### src/rtl/fir_avl_decim.sv
// Packet-aware Avalon-ST FIR decimator: forwards header words, filters
// payload with a single time-multiplexed MAC, closes with a status trailer.
module fir_avl_decim #(
    parameter int DATA_WIDTH   = 16,
    parameter int COEF_WIDTH   = 18,
    parameter int FRAC_BITS    = 16,
    parameter int NUM_TAPS     = 21,
    parameter int DECIM        = 2,
    parameter int HEADER_WORDS = 3,
    parameter logic [NUM_TAPS*COEF_WIDTH-1:0] COEFS = '0
) (
    input  logic                  clk,
    input  logic                  reset_n,
    output logic                  data_input_ready,
    input  logic                  data_input_valid,
    input  logic                  data_input_startofpacket,
    input  logic                  data_input_endofpacket,
    input  logic [DATA_WIDTH-1:0] data_input_data,
    input  logic                  data_output_ready,
    output logic                  data_output_valid,
    output logic                  data_output_startofpacket,
    output logic                  data_output_endofpacket,
    output logic [DATA_WIDTH-1:0] data_output_data
);
    localparam int KW  = $clog2(NUM_TAPS);
    localparam int PW  = (DECIM > 1) ? $clog2(DECIM) : 1;
    localparam int HW  = $clog2(HEADER_WORDS + 1);
    localparam int PRW = DATA_WIDTH + COEF_WIDTH;
    localparam int ACW = PRW + KW;

    localparam logic signed [ACW-1:0] SMAX =
        {{(ACW-DATA_WIDTH+1){1'b0}}, {(DATA_WIDTH-1){1'b1}}};
    localparam logic signed [ACW-1:0] SMIN =
        {{(ACW-DATA_WIDTH+1){1'b1}}, {(DATA_WIDTH-1){1'b0}}};

    typedef enum logic [2:0] {
        IDLE,
        HEADER,
        PAYLOAD,
        MAC,
        EMIT
    } state_t;

    state_t                        state;
    logic                          live;
    logic                          sat;
    logic [KW-1:0]                 k;
    logic [PW-1:0]                 phase;
    logic [HW-1:0]                 hcnt;
    logic signed [ACW-1:0]         acc;
    logic signed [DATA_WIDTH-1:0]  x [NUM_TAPS];
    logic signed [COEF_WIDTH-1:0]  h [NUM_TAPS];
    logic signed [PRW-1:0]         prod;
    logic signed [ACW-1:0]         shifted;
    logic [DATA_WIDTH-1:0]         result;
    logic                          clip;
    logic                          out_free;
    logic                          accept;
    logic                          take;
    logic [DATA_WIDTH-3:0]         trail_hi;

    for (genvar i = 0; i < NUM_TAPS; i++) begin : g_coef
        assign h[i] = COEFS[i*COEF_WIDTH +: COEF_WIDTH];
    end

    assign out_free = !data_output_valid || data_output_ready;
    assign take = (state == IDLE) || (state == HEADER) || (state == PAYLOAD);
    assign data_input_ready = reset_n && live && out_free && take;
    assign accept = data_input_valid && data_input_ready;
    assign trail_hi = data_input_data[DATA_WIDTH-1:2];

    assign prod = PRW'(x[k]) * PRW'(h[k]);
    assign shifted = acc >>> FRAC_BITS;

    // Scale the accumulator down and clip it into the sample range
    always_comb begin
        clip = 1'b0;
        result = shifted[DATA_WIDTH-1:0];
        if (shifted > SMAX) begin
            clip = 1'b1;
            result = SMAX[DATA_WIDTH-1:0];
        end else if (shifted < SMIN) begin
            clip = 1'b1;
            result = SMIN[DATA_WIDTH-1:0];
        end
    end

    // Packet FSM, delay line, MAC and single-entry output register
    always_ff @(posedge clk) begin
        if (!reset_n) begin
            state <= IDLE;
            live <= 1'b0;
            sat <= 1'b0;
            k <= '0;
            phase <= '0;
            hcnt <= '0;
            acc <= '0;
            for (int i = 0; i < NUM_TAPS; i++) x[i] <= '0;
            data_output_valid <= 1'b0;
            data_output_startofpacket <= 1'b0;
            data_output_endofpacket <= 1'b0;
            data_output_data <= '0;
        end else begin
            live <= 1'b1;
            if (data_output_ready) data_output_valid <= 1'b0;
            unique case (state)
                IDLE: begin
                    if (accept && data_input_startofpacket) begin
                        data_output_valid <= 1'b1;
                        data_output_startofpacket <= 1'b1;
                        data_output_endofpacket <= data_input_endofpacket;
                        data_output_data <= data_input_data;
                        for (int i = 0; i < NUM_TAPS; i++) x[i] <= '0;
                        phase <= '0;
                        sat <= 1'b0;
                        hcnt <= HW'(1);
                        if (data_input_endofpacket) state <= IDLE;
                        else if (HEADER_WORDS == 1) state <= PAYLOAD;
                        else state <= HEADER;
                    end
                end
                HEADER: begin
                    if (accept) begin
                        data_output_valid <= 1'b1;
                        data_output_startofpacket <= 1'b0;
                        if (data_input_endofpacket) begin
                            data_output_endofpacket <= 1'b1;
                            data_output_data <= {trail_hi, sat, 1'b1};
                            state <= IDLE;
                        end else begin
                            data_output_endofpacket <= 1'b0;
                            data_output_data <= data_input_data;
                            hcnt <= hcnt + HW'(1);
                            if (hcnt == HW'(HEADER_WORDS - 1)) state <= PAYLOAD;
                        end
                    end
                end
                PAYLOAD: begin
                    if (accept) begin
                        if (data_input_endofpacket) begin
                            data_output_valid <= 1'b1;
                            data_output_startofpacket <= 1'b0;
                            data_output_endofpacket <= 1'b1;
                            data_output_data <= {trail_hi, sat, 1'b0};
                            state <= IDLE;
                        end else begin
                            x[0] <= data_input_data;
                            for (int i = 1; i < NUM_TAPS; i++) x[i] <= x[i-1];
                            if (phase == PW'(DECIM - 1)) begin
                                phase <= '0;
                                acc <= '0;
                                k <= '0;
                                state <= MAC;
                            end else begin
                                phase <= phase + PW'(1);
                            end
                        end
                    end
                end
                MAC: begin
                    acc <= acc + ACW'(prod);
                    if (k == KW'(NUM_TAPS - 1)) state <= EMIT;
                    else k <= k + KW'(1);
                end
                EMIT: begin
                    if (out_free) begin
                        data_output_valid <= 1'b1;
                        data_output_startofpacket <= 1'b0;
                        data_output_endofpacket <= 1'b0;
                        data_output_data <= result;
                        sat <= sat | clip;
                        state <= PAYLOAD;
                    end
                end
                default: state <= IDLE;
            endcase
        end
    end

endmodule

### config.mk
export PLATFORM = sky130hd
export DESIGN_NAME = fir_avl_decim
export DESIGN_NICKNAME = d
export VERILOG_FILES = /design/src/rtl/fir_avl_decim.sv
export SDC_FILE = /design/constraint.sdc
export NUM_CORES = 1
export LEC_CHECK = 0
export CORE_ASPECT_RATIO = 1.75
export CORE_MARGIN = 1.5
export CORE_UTILIZATION = 59
export DETAILED_ROUTE_END_ITERATION = 8
export PLACE_DENSITY = 0.89
export SYNTH_ARGS = -nofsm -noshare
export SYNTH_HDL_FRONTEND = slang
export SYNTH_SLANG_ARGS = --single-unit
### constraint.sdc
create_clock -name clk -period 5.6 [get_ports clk]
set_input_delay 1.4 -clock clk [delete_from_list [all_inputs] [get_ports clk]]
set_output_delay 1.4 -clock clk [all_outputs]
set_load 0.01 [all_outputs]
==> results of run 1 <==
state kept, by name (all words and copies together) (netlist names), named ones only:
signal                     flops
live                           1
sat                            1
x                             21
data_output_data              16
acc                           24
hcnt                           2
data_output_endofpacket        1
phase                          1
data_output_startofpacket      1
state                          3
k                              5
data_output_valid              1
where the power goes:
group          internal (µW)  switching [µW]
clock network            438             252
logic                   65.9            75.2
registers                623            11.1
total                   1130             338
metrics by stage:
stage / hold slack (ns) / power, µW / cells / setup slack (ns) / cell area (µm²)
after floorplan: 0.441 / 727 / 570 / 0.637 / 5270
after global placement: 0.446 / 778 / 706 / 0.500 / 5750
after detailed placement: 0.459 / 784 / 706 / 0.311 / 5750
after CTS: 0.471 / 1460 / 722 / 0.250 / 6090
after global routing: 0.486 / 1500 / 722 / 0.0387 / 6100
final: 0.472 / 1470 / 722 / 0.257 / 6100
cells by family (layout without fill, tap and decap cells):
logic type	after synthesis	after routing	synth area share, %
mux	24	24	6.34
compound gates	157	157	18.4
simple gates	175	175	15.9
buf+inv	36	71	2.75
xor+xnor	25	25	4.30
fa+ha+maj	71	71	17.1
flops	82	82	35.1
worst max-delay path by stage:
stage	startpoint	endpoint	slack [ns]	cells past startpoint
after global routing	register	acc[29]	0.04	17
after CTS	register	acc[37]	0.25	17
after detailed placement	register	acc[37]	0.31	17
after global placement	register	acc[31]	0.50	17
after floorplan	register	acc[31]	0.64	18
final	register	acc[31]	0.26	17
cell usage after synthesis, types with 11 or more instances:
library cell  number  area, µm²
nor2_1            53        199
mux2i_1           18        180
and2_1            27        169
xnor2_1           16        140
ha_1              69        863
clkbuf_1          23       86.3
edfxtp_1          21        631
nand2_1           49        184
a21oi_1           31        155
a21o_1            11       82.6
dfxtp_1           61       1220
o21ai_0           62        310
a22oi_1           12       90.1
layout make-up:
type | count | area share, %
well taps | 117 | 2.40
multi-input cells | 452 | 53.8
clock buffers | 10 | 3.75
inverters | 10 | 0.616
flip-flops and latches | 82 | 30.4
clock inverters | 6 | 1.89
repair buffers | 45 | 7.22
critical path: stages, from the launching register on:
cell and delay (ns):
dfxtp_1 0.45, mux4_1 0.59, mux4_2 0.49, o21a_4 0.22, and2_1 0.15, ha_1 0.18, ha_1 0.28, ha_1 0.28
ha_1 0.30, ha_1 0.25, fa_1 0.43, a211oi_1 0.30, nor2_1 0.13, a221o_1 0.40, a21boi_0 0.36, o21ai_0 0.18
xnor2_1 0.14, o21ai_0 0.08
layer usage:
layer	up-vias	wire length (µm)
li1	2131	-
met1	2190	4890
met2	194	7160
met3	58	658
met4	0	617
met5	-	0
==> results.toml, run 1 <==
[layout]
utilization_pct = 70.3
final_common_cell = "ha_1"
multi_input_area_mm2 = 0.00328
n_antenna_cell = 0
layout_common_cells = "ha_1, o21ai_0, dfxtp_1"
drive_above_1_share_pct = 4.63
final_net_count = 693
syn2layout_area_growth_pct = 15.7
fill_cells = 658
final-seq-area_mm2 = 0.00185

[global_route]
grt_util_met2_pct = 52.4
grt_overflow_total = 0
grt_pass1_vias = 4712
grtUsageMet3_pct = 5.35
antenna_found_initial = 0
grt_max_degree = 37
grt_most_used_layer = "met2"
grt_pass1_wl_um = 21700
grt.total_usage_pct = 29.7
grtUsageMet1_pct = 32.0

[synth]
syn_area_per_cell_um2 = 9.24
syn-num-nets = 663
yosys_warnings = 0
synthCells = 570
syn_area_mm2 = 0.00527
synth.distinct_cells = 53
seq_area_frac_synth_pct = 35.1
synth_edf_count = 21
synth-seq-cells = 82
async_flop_share_pct = 0
synth_ff_type = "dfxtp_1"

[placement]
hpwl_um = 9530
io_buffers = 41
place_congestion = 0.944

[sta]
finalHoldViolCount = 0
fmax_mhz = 187
slew_violations = 0
rsz0062_at_grt = "false"
finalSetupTns_ns = 0
slew_headroom_pct = 26.3
setup_viol_count_final = 0
finClkSkew_ns = 0.00714
min_period_ns = 5.34
post-route-period-util_pct = 95.4
tightest_slew_ns = 1.10

[worst_setup_path]
worstSetupPathType = "reg -> reg"
reg2reg_to = "acc[31]"
endpoint_kind = "register"
path_max_fanout = 5
crit_arrival_ns = 5.56
reg2reg_depth = 17
startpoint_type = "register"
r2r_slack_ns = 0.26
crit_required_ns = 5.82

[die]
die_w_um = 74.4
dieArea_mm2 = 0.00953
chipHeight_um = 128
rows = 45
initial_utilization_pct = 60.8
coreArea_mm2 = 0.00867
num_io_pins = 42

[clocking]
cts-root-buf = "clkbuf_16"
cts_buffers = 9
cts_tree = "done"
clkSlewWorstSetupHoldPaths_ns = 0.06
clock_sinks = 82
cts-htree-levels = 3
clockBufferDepth = 2
post-cts-setup-buffers = 0
clk_latency_ns = 0.34
cts_resized = 0
cts_hold_buffers = 0

[drt]
drt_iter0_drc = 323
num_vias = 4573
drc_errors = 0
ant_nets = 0
drtPass1Iterations = 5
avgViaCountPerCell = 6.33
drt_wl_total_um = 13300
post_drt_wl_per_cell_um = 18.5

[pwr]
peakVddDrop_mv = 0.161
p_per_area_mw_per_mm2 = 240
total_leakage_power_uw = 0.00270

[min_path]
hold_class = "reg -> reg"
whs_path_depth = 2
hold_end = "data_output_startofpacket"
min_from = "data_output_startofpacket"

[job]
cap_violations = 0

[status]
status = "completed"
Note: power is estimated with default switching activity, not from simulation.
==> run 2: changes to the inputs <==
--- a/config.mk
+++ b/config.mk
@@ -5,6 +5,7 @@
 export SDC_FILE = /design/constraint.sdc
 export NUM_CORES = 1
 export LEC_CHECK = 0
+export ABC_CLOCK_PERIOD_IN_PS = 5600
 export CORE_ASPECT_RATIO = 1.75
 export CORE_MARGIN = 1.5
 export CORE_UTILIZATION = 59
==> results of run 2 <==
Same layout as run 1: the final DEF is identical, and so are final timing and power.
